==> config.mk <==
export PLATFORM = sky130hd
export DESIGN_NAME = noc_output_port_ctrl_flat
export DESIGN_NICKNAME = d
export VERILOG_FILES = /design/src/rtl/noc_pkg.sv /design/src/rtl/noc_output_port_ctrl_if.sv /design/src/rtl/noc_flit_fifo.sv /design/src/rtl/noc_output_port_ctrl.sv /design/src/flat_wrapper.sv
export SDC_FILE = /design/constraint.sdc
export NUM_CORES = 1
export LEC_CHECK = 0
export ABC_AREA = 1
export CAP_MARGIN = 20
export CORE_ASPECT_RATIO = 0.8
export CORE_MARGIN = 1
export CORE_UTILIZATION = 51
export CTS_BUF_LIST = sky130_fd_sc_hd__clkbuf_8
export DETAILED_ROUTE_END_ITERATION = 16
export HOLD_SLACK_MARGIN = 0.15
export PLACE_DENSITY = 0.82
export RECOVER_POWER = 100
export SLEW_MARGIN = 0
export SYNTH_ARGS = -nofsm -noshare
export SYNTH_HDL_FRONTEND = slang
export SYNTH_SLANG_ARGS = --single-unit
==> constraint.sdc <==
create_clock -name clk -period 2.4 [get_ports clk]
set_input_delay 0.36 -clock clk [delete_from_list [all_inputs] [get_ports clk]]
set_output_delay 0.36 -clock clk [all_outputs]
set_load 0.03 [all_outputs]
==> src/rtl/noc_pkg.sv <==
// Shared types for the NoC output-port controller: flit type encoding,
// flit layout constants and the port-controller state encoding.
package noc_pkg;

    localparam int FLIT_W        = 34;
    localparam int FLIT_TYPE_MSB = FLIT_W - 1;
    localparam int FLIT_TYPE_LSB = FLIT_W - 2;

    typedef enum logic [1:0] {
        BODY      = 2'b00,
        HEAD      = 2'b01,
        TAIL      = 2'b10,
        HEAD_TAIL = 2'b11
    } flit_type_t;

    typedef enum logic {
        IDLE   = 1'b0,
        LOCKED = 1'b1
    } port_state_t;

    function automatic logic is_head(input flit_type_t t);
        return (t == HEAD) || (t == HEAD_TAIL);
    endfunction

endpackage

==> src/rtl/noc_output_port_ctrl_if.sv <==
// Signal bundle between one router output-port controller, its input
// sources, the external round-robin arbiter and the link.
interface noc_output_port_ctrl_if #(
    parameter int N_IN   = 2,
    parameter int FLIT_W = 34
);
    logic [N_IN-1:0]        in_valid_i;
    logic [N_IN*FLIT_W-1:0] in_flit_i;
    logic [N_IN-1:0]        in_ready_o;
    logic [N_IN-1:0]        arb_req_o;
    logic [N_IN-1:0]        arb_grant_i;
    logic                   arb_update_o;
    logic                   out_valid_o;
    logic [FLIT_W-1:0]      out_flit_o;
    logic                   out_ready_i;
    logic                   busy_o;
    logic                   err_o;

    modport slave (
        input  in_valid_i, in_flit_i, arb_grant_i, out_ready_i,
        output in_ready_o, arb_req_o, arb_update_o, out_valid_o, out_flit_o,
        busy_o, err_o
    );

    modport master (
        output in_valid_i, in_flit_i, arb_grant_i, out_ready_i,
        input  in_ready_o, arb_req_o, arb_update_o, out_valid_o, out_flit_o,
        busy_o, err_o
    );

endinterface

==> src/rtl/noc_flit_fifo.sv <==
// Small registered flit FIFO feeding the link; head entry is read straight
// out of storage so nothing accepted this cycle is visible before the edge.
module noc_flit_fifo #(
    parameter int FLIT_W    = 34,
    parameter int BUF_DEPTH = 2
) (
    input  logic              clk,
    input  logic              arst_n,
    input  logic              push,
    input  logic [FLIT_W-1:0] push_flit,
    input  logic              pop,
    output logic [FLIT_W-1:0] head_flit,
    output logic              full,
    output logic              empty
);

    localparam int PTR_W = (BUF_DEPTH > 1) ? $clog2(BUF_DEPTH) : 1;
    localparam int CNT_W = PTR_W + 1;

    logic [FLIT_W-1:0] mem [BUF_DEPTH];
    logic [PTR_W-1:0]  wr_ptr;
    logic [PTR_W-1:0]  rd_ptr;
    logic [CNT_W-1:0]  count;
    logic              do_push;
    logic              do_pop;

    assign full      = (count == CNT_W'(BUF_DEPTH));
    assign empty     = (count == '0);
    assign do_push   = push & ~full;
    assign do_pop    = pop & ~empty;
    assign head_flit = mem[rd_ptr];

    // Pointers wrap naturally because the depth is a power of two.
    always_ff @(posedge clk or negedge arst_n) begin
        if (!arst_n) begin
            wr_ptr <= '0;
            rd_ptr <= '0;
            count  <= '0;
            for (int i = 0; i < BUF_DEPTH; i++) begin
                mem[i] <= '0;
            end
        end else begin
            if (do_push) begin
                mem[wr_ptr] <= push_flit;
                wr_ptr      <= wr_ptr + PTR_W'(1);
            end
            if (do_pop) begin
                rd_ptr <= rd_ptr + PTR_W'(1);
            end
            case ({do_push, do_pop})
                2'b10:   count <= count + CNT_W'(1);
                2'b01:   count <= count - CNT_W'(1);
                default: count <= count;
            endcase
        end
    end

endmodule

==> src/rtl/noc_output_port_ctrl.sv <==
// Output-port controller: requests the arbiter for head flits, locks the
// port to the granted input for a whole packet and queues flits to the link.
//
//   state  | meaning
//   IDLE   | no packet owns the port; head flits request the arbiter
//   LOCKED | port owned by input 'owner' until its TAIL flit is accepted
module noc_output_port_ctrl #(
    parameter int N_IN      = 2,
    parameter int FLIT_W    = 34,
    parameter int BUF_DEPTH = 2
) (
    input logic                   clk,
    input logic                   arst_n,
    noc_output_port_ctrl_if.slave bus
);

    import noc_pkg::*;

    localparam int IDX_W = (N_IN > 1) ? $clog2(N_IN) : 1;

    port_state_t       state;
    logic [IDX_W-1:0]  owner;
    logic              err;

    logic [N_IN-1:0]   req;
    logic [N_IN-1:0]   ready;
    logic              update;
    logic              push;
    logic [FLIT_W-1:0] push_flit;
    flit_type_t        push_type;
    logic              accept_idle;
    logic [IDX_W-1:0]  grant_idx;
    logic              grant_multi;
    logic              fifo_full;
    logic              fifo_empty;

    function automatic flit_type_t type_of(input logic [N_IN*FLIT_W-1:0] flits, input int k);
        return flit_type_t'(flits[k*FLIT_W + FLIT_TYPE_LSB +: (FLIT_TYPE_MSB - FLIT_TYPE_LSB + 1)]);
    endfunction

    assign grant_multi = (bus.arb_grant_i & (bus.arb_grant_i - N_IN'(1))) != '0;

    always_comb begin
        req         = '0;
        ready       = '0;
        update      = 1'b0;
        push        = 1'b0;
        push_flit   = '0;
        push_type   = BODY;
        accept_idle = 1'b0;
        grant_idx   = '0;
        case (state)
            IDLE: begin
                for (int k = 0; k < N_IN; k++) begin
                    req[k] = bus.in_valid_i[k] & is_head(type_of(bus.in_flit_i, k)) & ~fifo_full;
                    if (!grant_multi && bus.arb_grant_i[k] && req[k]) begin
                        accept_idle = 1'b1;
                        grant_idx   = IDX_W'(k);
                    end
                end
                if (accept_idle) begin
                    ready[grant_idx] = 1'b1;
                    update           = 1'b1;
                    push             = 1'b1;
                    push_flit        = bus.in_flit_i[int'(grant_idx)*FLIT_W +: FLIT_W];
                    push_type        = type_of(bus.in_flit_i, int'(grant_idx));
                end
            end
            LOCKED: begin
                ready[owner] = ~fifo_full;
                push         = bus.in_valid_i[owner] & ~fifo_full;
                push_flit    = bus.in_flit_i[int'(owner)*FLIT_W +: FLIT_W];
                push_type    = type_of(bus.in_flit_i, int'(owner));
            end
            default: ;
        endcase
    end

    always_ff @(posedge clk or negedge arst_n) begin
        if (!arst_n) begin
            state <= IDLE;
            owner <= '0;
            err   <= 1'b0;
        end else begin
            case (state)
                IDLE: begin
                    if (grant_multi) begin
                        err <= 1'b1;
                    end
                    if (accept_idle && push_type == HEAD) begin
                        state <= LOCKED;
                        owner <= grant_idx;
                    end
                end
                LOCKED: begin
                    // A stray head inside a packet is still forwarded; only flag it.
                    if (push) begin
                        if (push_type == TAIL) begin
                            state <= IDLE;
                        end else if (is_head(push_type)) begin
                            err <= 1'b1;
                        end
                    end
                end
                default: state <= IDLE;
            endcase
        end
    end

    noc_flit_fifo #(
        .FLIT_W    (FLIT_W),
        .BUF_DEPTH (BUF_DEPTH)
    ) u_fifo (
        .clk       (clk),
        .arst_n    (arst_n),
        .push      (push),
        .push_flit (push_flit),
        .pop       (bus.out_ready_i),
        .head_flit (bus.out_flit_o),
        .full      (fifo_full),
        .empty     (fifo_empty)
    );

    assign bus.in_ready_o   = ready;
    assign bus.arb_req_o    = req;
    assign bus.arb_update_o = update;
    assign bus.out_valid_o  = ~fifo_empty;
    assign bus.busy_o       = (state == LOCKED);
    assign bus.err_o        = err;

endmodule

==> src/flat_wrapper.sv <==
// flat-port wrapper written by rule: the top's interface ports become plain ports
module noc_output_port_ctrl_flat import noc_pkg::*;
#(
    parameter int N_IN      = 2,
    parameter int FLIT_W    = 34,
    parameter int BUF_DEPTH = 2
)
  (clk, arst_n, bus_in_valid_i, bus_in_flit_i, bus_arb_grant_i, bus_out_ready_i, bus_in_ready_o, bus_arb_req_o, bus_arb_update_o, bus_out_valid_o, bus_out_flit_o, bus_busy_o, bus_err_o);
  noc_output_port_ctrl_if #(.N_IN(N_IN), .FLIT_W(FLIT_W)) bus_i ();
  input logic clk;
  input logic arst_n;
  input wire logic [$bits(bus_i.in_valid_i)-1:0] bus_in_valid_i;
  input wire logic [$bits(bus_i.in_flit_i)-1:0] bus_in_flit_i;
  input wire logic [$bits(bus_i.arb_grant_i)-1:0] bus_arb_grant_i;
  input wire logic [$bits(bus_i.out_ready_i)-1:0] bus_out_ready_i;
  output wire logic [$bits(bus_i.in_ready_o)-1:0] bus_in_ready_o;
  output wire logic [$bits(bus_i.arb_req_o)-1:0] bus_arb_req_o;
  output wire logic [$bits(bus_i.arb_update_o)-1:0] bus_arb_update_o;
  output wire logic [$bits(bus_i.out_valid_o)-1:0] bus_out_valid_o;
  output wire logic [$bits(bus_i.out_flit_o)-1:0] bus_out_flit_o;
  output wire logic [$bits(bus_i.busy_o)-1:0] bus_busy_o;
  output wire logic [$bits(bus_i.err_o)-1:0] bus_err_o;
  assign bus_i.in_valid_i = bus_in_valid_i;
  assign bus_i.in_flit_i = bus_in_flit_i;
  assign bus_i.arb_grant_i = bus_arb_grant_i;
  assign bus_i.out_ready_i = bus_out_ready_i;
  assign bus_in_ready_o = bus_i.in_ready_o;
  assign bus_arb_req_o = bus_i.arb_req_o;
  assign bus_arb_update_o = bus_i.arb_update_o;
  assign bus_out_valid_o = bus_i.out_valid_o;
  assign bus_out_flit_o = bus_i.out_flit_o;
  assign bus_busy_o = bus_i.busy_o;
  assign bus_err_o = bus_i.err_o;
  noc_output_port_ctrl #(.N_IN(N_IN), .FLIT_W(FLIT_W), .BUF_DEPTH(BUF_DEPTH)) u_core (.clk(clk), .arst_n(arst_n), .bus(bus_i));
endmodule
=== Yosys cells after proc, flatten, opt, wreduce, memory -nomap -nowiden ===
Index checks and enable logic that the tools add are counted.

* Flip-flop bits (word level): 75
* Output and inout bits: 42
* Logic and storage cells: 111

* $add $sub $neg: 7
* Multiply operators: 2
* Order comparisons: 7
* Eq/ne operators: 14
* Shift-type cells: 4
* Mux-type cells: 38
* Bitwise gates (word level): 14
* Reduce and logical (&&, ||, !) cells: 17

{| class="wikitable"
|+ Operator list
! cell !! count
|-
| $mux 34 || 5
|-
| $shiftx 68x32->2 || 2
|-
| $shiftx 68x32->34 || 2
|-
| $bwmux 68 || 1
|-
| $pmux 34 s2 || 1
|-
| $add 32x7->32 const B || 2
|-
| $demux 34 s1 || 1
|-
| $mux 1 || 19
|-
| $eq 2x2->1 const B || 6
|-
| $mul 1x5->6 const B || 2
|-
| $pmux 2 s2 || 3
|-
| $eq 2x1->1 const B || 4
|-
| $logic_and 1x1->1 || 8
|-
| $and 1x1->1 || 7
|-
| $mux 2 || 3
|-
| $ne 2x2->1 const B || 3
|-
| $pmux 1 s2 || 3
|-
| $and 2x2->2 || 2
|-
| $ge 2x2->1 const B || 2
|-
| $lt 1x2->1 const B || 2
|-
| $not 1->2 || 2
|-
| $reduce_and 4->1 || 1
|-
| $reduce_bool 2->1 || 2
|-
| $sub 2x1->2 const B || 2
|-
| 11 further kinds || 18
|}

=== Longest topological paths before layout ===
Gate-level depths: netlist (run 1).

* Depth in word-level cells: 19
* Mapped depth: 11
* Mapped depth without buffers: 10

=== Cells and area by module ===
Synthesis (run 1) repeated with hierarchy kept, for this count alone.

* Cells, all modules: 746
* Area total of the unflattened synthesis: 4946.0 µm²

{| class="wikitable"
|+ By module, submodules not included
! module !! instances !! cells each !! area an instance (µm²)
|-
| noc_flit_fifo || 1 || 441 || 3473.3
|-
| noc_output_port_ctrl || 1 || 305 || 1472.7
|}

=== Worst setup path after synthesis (run 1) ===
No wires, ideal clock.

* Kind: register to register
* Start point: register u_core.state (netlist: u_core.bus.busy_o)
* End point: register u_core.u_fifo.count[1]
* Setup time: 0.131 ns
* Data arrival time: 1.685 ns
* Data required time: 2.269 ns
* Setup slack: 0.585 ns
* Stages on the path, launching flop included: 9
* Path buffers: 1
* Path through: dfrtp_1 > buf_2 > inv_2 > nand3_4 > nand2_1 > ha_1 > a21oi_1 > o21ai_0 > xor2_1

* Cells in the longest elaborated chain, start to end: 5
* Elaborated cells between the ends (all ways): 7

{| class="wikitable"
|+ Ends and longest elaborated chain
! item !! RTL line !! RTL
|-
| start, declared || noc_output_port_ctrl.sv:21 || <nowiki>port_state_t state;</nowiki>
|-
| start signal, assigned || noc_output_port_ctrl.sv:81 || <nowiki>state <= IDLE;</nowiki>
|-
| start signal, assigned || noc_output_port_ctrl.sv:91 || <nowiki>state <= LOCKED;</nowiki>
|-
| start signal, assigned || noc_output_port_ctrl.sv:99 || <nowiki>state <= IDLE;</nowiki>
|-
| $not 1->1 (no source line) || -- ||
|-
| $pmux 1 s2 * || noc_output_port_ctrl.sv:52 || <nowiki>case (state)</nowiki>
|-
| $and 1x1->1 * || noc_flit_fifo.sv:29 || <nowiki>assign do_push = push & ~full;</nowiki>
|-
| $eq 2x1->1 / $eq 2x2->1 (equally long branches) || noc_flit_fifo.sv:50 || <nowiki>case ({do_push, do_pop})</nowiki>
|-
| $pmux 2 s2 / $reduce_bool 2->1 (equally long branches) || -- ||
|-
| end signal, assigned || noc_flit_fifo.sv:51 || <nowiki>2'b10: count <= count + CNT_W'(1);</nowiki>
|-
| end signal, assigned || noc_flit_fifo.sv:52 || <nowiki>2'b01: count <= count - CNT_W'(1);</nowiki>
|-
| end signal, assigned || noc_flit_fifo.sv:53 || <nowiki>default: count <= count;</nowiki>
|-
| end, declared || noc_flit_fifo.sv:23 || <nowiki>logic [CNT_W-1:0] count;</nowiki>
|}

Every way passes the cells marked *; elsewhere a longest branch is shown, timed or not.
A chain may end at the register's enable or synchronous reset.

=== Final worst setup path (run 1) ===
* Start point: register u_core.u_fifo.rd_ptr
* End point: output port bus_out_flit_o[28]

* Cells in the longest elaborated chain, start to end: 4

{| class="wikitable"
|+ Ends and longest elaborated chain
! item !! RTL line !! RTL
|-
| start, declared || noc_flit_fifo.sv:22 || <nowiki>logic [PTR_W-1:0] rd_ptr;</nowiki>
|-
| start signal, assigned || noc_flit_fifo.sv:48 || <nowiki>rd_ptr <= rd_ptr + PTR_W'(1);</nowiki>
|-
| $not 1->2 (not written as such) || noc_flit_fifo.sv:31 || <nowiki>assign head_flit = mem[rd_ptr];</nowiki>
|-
| $mux 34 (not written as such) (3 in series) || noc_flit_fifo.sv:31 ||
|-
| end, declared || flat_wrapper.sv:20 || <nowiki>output wire logic [$bits(bus_i.out_flit_o)-1:0] bus_out_flit_o;</nowiki>
|}

Every way passes these cells. The select of a mux whose other input is x is not followed.

==> results.yml, run 1 <==
worst_setup_path:
  cp.required_ns: 2.04
  slowest_stage: "clkdlybuf4s50_1"
  worstPathArrival_ns: 1.96
  crit_chain: "clkinv_1, buf_12, nand2_1, nand2_1, clkdlybuf4s50_1"
  critPathBufInv: 3
  crit_path_frequent_cell: "nand2_1"
  worstSetupEndpointType: "output port"
  max_stage_delay_ns: 0.69
  cp-start-kind: "flip-flop"
  path_class: "reg2out"
  startpoint: "u_core.u_fifo.rd_ptr$_DFFE_PN0P_"
  cp_max_fo: 32
  critical_path.top_delay_family: "buffers and inverters"
  r2r_start: "u_core.u_fifo.count[0]$_DFFE_PN0P_"
global_route:
  grt_busiest_layer: "met2"
  grt_max_degree: 69
  met3_usage_pct: 4.99
  grt_use_met2_pct: 50.0
  grt_overflow: 0
  gr-usage-met1_pct: 35.4
  grt_usage_pct: 28.1
  antenna_found_initial: 0
  grt_pass1_wl_um: 20900
  grt_pass1_vias: 4635
timing:
  fmax_mhz: 430
  finalMaxSlewViolations: 0
  rsz0062_at_grt: "false"
  slew_headroom_pct: 40.2
  tns_ns: 0
  clock_skew_ns: 0.00614
  min_period_over_period_pct: 96.9
  tightest_slew_ns: 0.898
  setup_viol: 0
  finalWorstPathRequiredPeriod_ns: 2.32
  hold_violations: 0
final_layout:
  seq_area_um2: 1880
  drive_above_1_share_pct: 5.31
  multiInputGateArea_um2: 2320
  final_cells: 940
  antenna_cells: 0
  area.growth.synth_to_final_pct: 28.6
  fin_nets: 900
  fill_cells: 753
floorplan:
  start_util_pct: 53.8
  ios: 117
  fp.dieH_um: 87.5
  fp-row-count: 30
  dieArea_um2: 9540
  fp.dieW_um: 109
  core-area_um2: 8670
synth:
  synthCells: 724
  async_flop_share_pct: 100
  ys_seq_area_share_pct: 40.2
  synthTopCellsByCount: "nand2_1 (422), dfrtp_1 (75), o21ai_0 (65)"
  syn_area_per_cell_um2: 6.44
  synth-edff-count: 0
  synth_top_area_share_pct: 40.2
  synth_top_cell_by_area: "dfrtp_1"
  synth_cell_type_count: 28
  ys_warn_count: 0
  post-synth-top-count-cell: "nand2_1"
  synthesis.nets: 800
  synth_area_um2: 4660
  ys_seq_elements: 75
  synth_ff_type: "dfrtp_1"
  ys_top_cells_by_area: "dfrtp_1 (40%), nand2_1 (34%), o21ai_0 (7.0%)"
routing:
  drc_errors: 0
  via_count: 4839
  drt_iter0_drc: 253
  drt-pass1-iter-count: 5
  ant_nets: 0
  routedWlPerCell_um: 13.6
  routed_via_density: 5.15
  drt-total-wl_um: 12700
power:
  p_per_area_nw_per_um2: 1130
  worst_ir_drop_vdd_uv: 906
  p_total_w: 0.00680
  p_leak_nw: 3.34
placement:
  io_buffers: 116
  dp_hpwl_um: 8590
  place_congestion: 0.875
  dp.cells: 924
run_status:
  status: "complete, no violations"
clocking:
  clk-insertion-delay-late_ns: 0.34
  cts_num_sinks: 75
  h-tree-depth: 3
  cts-root-buf: "clkbuf_8"
  clockBufferDepth: 2
  clk_pin_slew_ns: 0.08
  cts_buffers: 9
  cts_tree: "built"
worst_hold_path:
  hp-start: "u_core.u_fifo.mem[10]$_DFFE_PN0P_"
  hp-class: "reg2reg"
flow_run:
  maxCapViolations: 0
what timing repair did:
action,in CTS,in global routing
hold buffers,1,0
setup buffers,0,0
endpoints found under the setup margin,0,3
gates resized for setup,0,1
hold endpoints to repair,10,0
tightest hold or removal path, stage by stage, from the launching register on:
cell and delay (ns):
dfrtp_1 0.35, nand2_1 0.05, nand2_1 0.05
metal layers:
layer	up-vias	wire length, um
met2	178	6030
met3	12	903
met1	2227	5720
met4	0	90
li1	2422	-
met5	-	0
power by group:
| group | leakage (nW) | internal, W | switching [W] |
|---|---|---|---|
| combinational | 2.26 | 0.00130 | 0.00243 |
| clock | 0.108 | 0.000605 | 0.000459 |
| sequential | 0.980 | 0.00173 | 0.000278 |
cell usage in the layout, fill, tap and decap left out:
cell               n
clkbuf_2           2
nor2_1             8
nand2_1          423
nand3b_2           1
nand4_1            2
bufinv_16          2
inv_1             43
dfrtp_1           74
nand3_4            1
dfrtp_2            1
nand2_2            3
nand4_2            1
clkinv_1           2
xnor2_1            1
ha_1               1
o21ai_1            4
clkbuf_8          10
clkdlybuf4s50_1   96
xor2_1             2
buf_6              1
o21ai_0           65
a21oi_1           35
buf_4              8
inv_2              3
buf_12             2
nor2_4             1
clkinvlp_4         1
a31oi_1            1
or2_2              1
clkbuf_1           4
nand3_1            9
clkinv_2           2
dlygate4sd3_1     14
clkbuf_4           4
registers in the layout, indices dropped and copies added (netlist names):
register and cells:
u_core.u_fifo.mem 68, u_core.u_fifo.rd_ptr 1, u_core.bus.err_o 1, u_core.owner 1
u_core.u_fifo.wr_ptr 1, u_core.u_fifo.count 2, u_core.bus.busy_o 1
worst paths after layout:
check / end / slack, ns / cells past startpoint
setup / recovery: bus_out_flit_o[28] / 0.08 / 5
hold / removal: u_core.u_fifo.mem[10]$_DFFE_PN0P_ / 0.48 / 2
setup reg to reg: u_core.u_fifo.mem[66]$_DFFE_PN0P_ / 0.28 / 7
hold reg to reg: u_core.u_fifo.mem[10]$_DFFE_PN0P_ / 0.48 / 2
max in group asynchronous: u_core.owner$_DFFE_PN0P_ / 0.47 / 3
min in group asynchronous: u_core.u_fifo.mem[40]$_DFFE_PN0P_ / 0.52 / 2
cell type report:
| cell class | count | share of cell area (%) |
|---|---|---|
| clock buffers | 10 | 2.29 |
| repair buffers | 131 | 21.1 |
| flip-flops and latches | 75 | 31.3 |
| well taps | 112 | 2.34 |
| multi-input cells | 559 | 38.6 |
| clock inverters | 5 | 1.29 |
| inverters | 48 | 3.00 |
through the flow:
stage	worst slack [ns]	instance area, um^2	utilization (%)	hold slack (ns)
final	0.0753	6000	69.2	0.482
after global routing	0.00584	6000	69.2	0.501
after CTS	0.0253	6060	69.9	0.372
after detailed placement	0.0876	5840	67.3	0.209
after global placement	0.121	5840	67.3	0.202
after floorplan	0.585	4660	-	0.0644
cell families (layout without fill, tap and decap cells):
| kind of cell | after synthesis | count (layout) | share of synthesized area [%] |
|---|---|---|---|
| AO/OA/AOI/OAI | 105 | 105 | 11.3 |
| XOR/XNOR | 3 | 3 | 0.563 |
| adder cells (fa/ha/maj) | 1 | 1 | 0.268 |
| buffers and inverters | 90 | 194 | 9.33 |
| flip-flops | 75 | 75 | 40.2 |
| AND/OR/NAND/NOR | 450 | 450 | 38.3 |
Power figures use the tool's default switching activity.
==> inputs of run 2 (changes only) <==
--- a/config.mk
+++ b/config.mk
@@ -12,6 +12,7 @@
 export CORE_UTILIZATION = 51
 export CTS_BUF_LIST = sky130_fd_sc_hd__clkbuf_8
 export DETAILED_ROUTE_END_ITERATION = 16
+export GPL_ROUTABILITY_DRIVEN = 0
 export HOLD_SLACK_MARGIN = 0.15
 export PLACE_DENSITY = 0.82
 export RECOVER_POWER = 100
==> results.yml, run 2 (same netlist as run 1, synthesis figures left out) <==
routing:
  drt_iter0_drc: 388
  topRoutingLayerUsed: "met4"
  wl_met3_um: 1020
  drc_errors: 0
  routedWlPerCell_um: 13.5
  ant_nets: 0
  wl_met2_um: 5920
  via_count: 4862
  routed_via_density: 5.17
  drt-met1-wl_um: 5580
  drt-pass1-iter-count: 7
  drt-total-wl_um: 12700
global_route:
  grt_pass1_wl_um: 21400
  antenna_found_initial: 0
  grt_usage_pct: 28.7
  grt_max_degree: 69
  grt_overflow: 0
  grt_pass1_vias: 4647
timing:
  whs_ns: 0.482
  clock_skew_ns: 0.00509
  tns_ns: 0
  slew_headroom_pct: 47.0
  finalMaxSlewViolations: 0
  tightest_slew_ns: 0.795
  setup_viol: 0
  min_period_over_period_pct: 96.0
  fmax_mhz: 434
  rsz0062_at_grt: "false"
  hold_violations: 0
  finalWorstPathRequiredPeriod_ns: 2.30
floorplan:
  dieArea_um2: 9540
  core-area_um2: 8670
  fp-row-count: 30
  start_util_pct: 53.8
  fp.dieW_um: 109
  fp.dieH_um: 87.5
  ios: 117
worst_setup_path:
  cp.required_ns: 2.04
  worstSetupEndpointType: "output port"
  path_class: "reg2out"
  cp-start-kind: "flip-flop"
  worstPathArrival_ns: 1.94
  cp_max_fo: 34
final_layout:
  largest_reg_flops: 68
  antenna_cells: 0
  drive_above_1_share_pct: 5.43
  fin_nets: 901
  fill_cells: 716
  layout_common_cells: "nand2_1 (423), clkdlybuf4s50_1 (88), dfrtp_1 (74)"
  final_common_cell: "nand2_1"
  reg_top3: "u_core.u_fifo.mem (68), u_core.u_fifo.count (2)"
  area.growth.synth_to_final_pct: 29.9
  top_register: "u_core.u_fifo.mem"
flow_run:
  maxCapViolations: 0
clocking:
  clk_pin_slew_ns: 0.07
  cts_num_sinks: 75
  cts_buffers: 9
  cts_tree: "built"
  h-tree-depth: 3
  cts-root-buf: "clkbuf_8"
  clk-insertion-delay-late_ns: 0.34
  clockBufferDepth: 2
placement:
  dp_hpwl_um: 8480
  io_buffers: 116
power:
  p_total_w: 0.00697
  worst_ir_drop_vdd_uv: 1290
  p_per_area_nw_per_um2: 1150
  p_leak_nw: 3.39
run_status:
  status: "complete, no violations"
worst_hold_path:
  hp-class: "reg2reg"
[run 2: cell count changes in the layout (fill, tap and decap cells not counted), moves of 2 or more]
cell             delta
o21ai_0             +3
clkdlybuf4s50_1     -8
inv_2               -2
buf_4               +3
dlygate4sd3_1       +7
clkbuf_4            -2
inv_1               +2
o21ai_1             -3
[run 2: final cells by class]
| cell class | instances | area (um^2) | area share, % |
|---|---|---|---|
| Clock buffer | 11 | 151 | 2.50 |
| Multi-Input combinational cell | 559 | 2340 | 38.6 |
| Tap cell | 112 | 140 | 2.31 |
| Inverter | 48 | 181 | 3.00 |
| Clock inverter | 4 | 97.6 | 1.61 |
| Sequential cell | 75 | 1880 | 31.0 |
| Timing Repair Buffer | 132 | 1270 | 20.9 |
[run 2: per-layer routing]
metal / up-vias / global-route usage, %
met1: 2232 / 37.9
li1: 2418 / -
met3: 14 / 5.51
met2: 198 / 48.8
met5: - / 0
met4: 0 / 7.37
[run 2: metrics by stage]
| step | utilization, % | setup slack, ns | cells | area [um^2] |
|---|---|---|---|---|
| CTS | 70.4 | 0.0212 | 941 | 6100 |
| detailed placement | 67.4 | 0.0273 | 925 | 5850 |
| global route | 69.9 | 0.0309 | 941 | 6060 |
| finish | 69.9 | 0.0966 | 941 | 6060 |
| floorplan | - | 0.585 | 724 | 4660 |
| global placement | 67.4 | 0.125 | 925 | 5850 |
[run 2: final timing paths]
path	slack, ns	depth (start not counted)	startpoint	endpoint
worst max-delay path	0.1	4	u_core.u_fifo.rd_ptr$_DFFE_PN0P_	bus_out_flit_o[5]
worst min register to register	0.48	2	u_core.u_fifo.mem[38]$_DFFE_PN0P_	u_core.u_fifo.mem[38]$_DFFE_PN0P_
min in group asynchronous	0.64	2	arst_n	u_core.u_fifo.mem[8]$_DFFE_PN0P_
worst max register to register	0.28	9	u_core.u_fifo.count[0]$_DFFE_PN0P_	u_core.owner$_DFFE_PN0P_
worst min-delay path	0.48	2	u_core.u_fifo.mem[38]$_DFFE_PN0P_	u_core.u_fifo.mem[38]$_DFFE_PN0P_
max in group asynchronous	0.59	3	arst_n	u_core.u_fifo.mem[45]$_DFFE_PN0P_
[run 2: where the power goes]
part	internal, W	switching [W]
clock network	0.000742	0.000455
logic	0.00130	0.00245
registers	0.00173	0.000289
total	0.00377	0.00319
[run 2: worst max-delay path, stage by stage, from the launching register on]
cell	delay, ns
dfrtp_1	0.37
buf_6	0.29
nand2_1	0.10
nand2_1	0.08
dlygate4sd3_1	0.75
[run 2: repair_timing]
action / 4_1_cts / 5_1_grt
setup endpoints to repair: 0 / 12
gates resized for setup: 0 / 2
setup buffers: 0 / 0
hold endpoints to repair: 31 / 0
hold buffers: 1 / 0
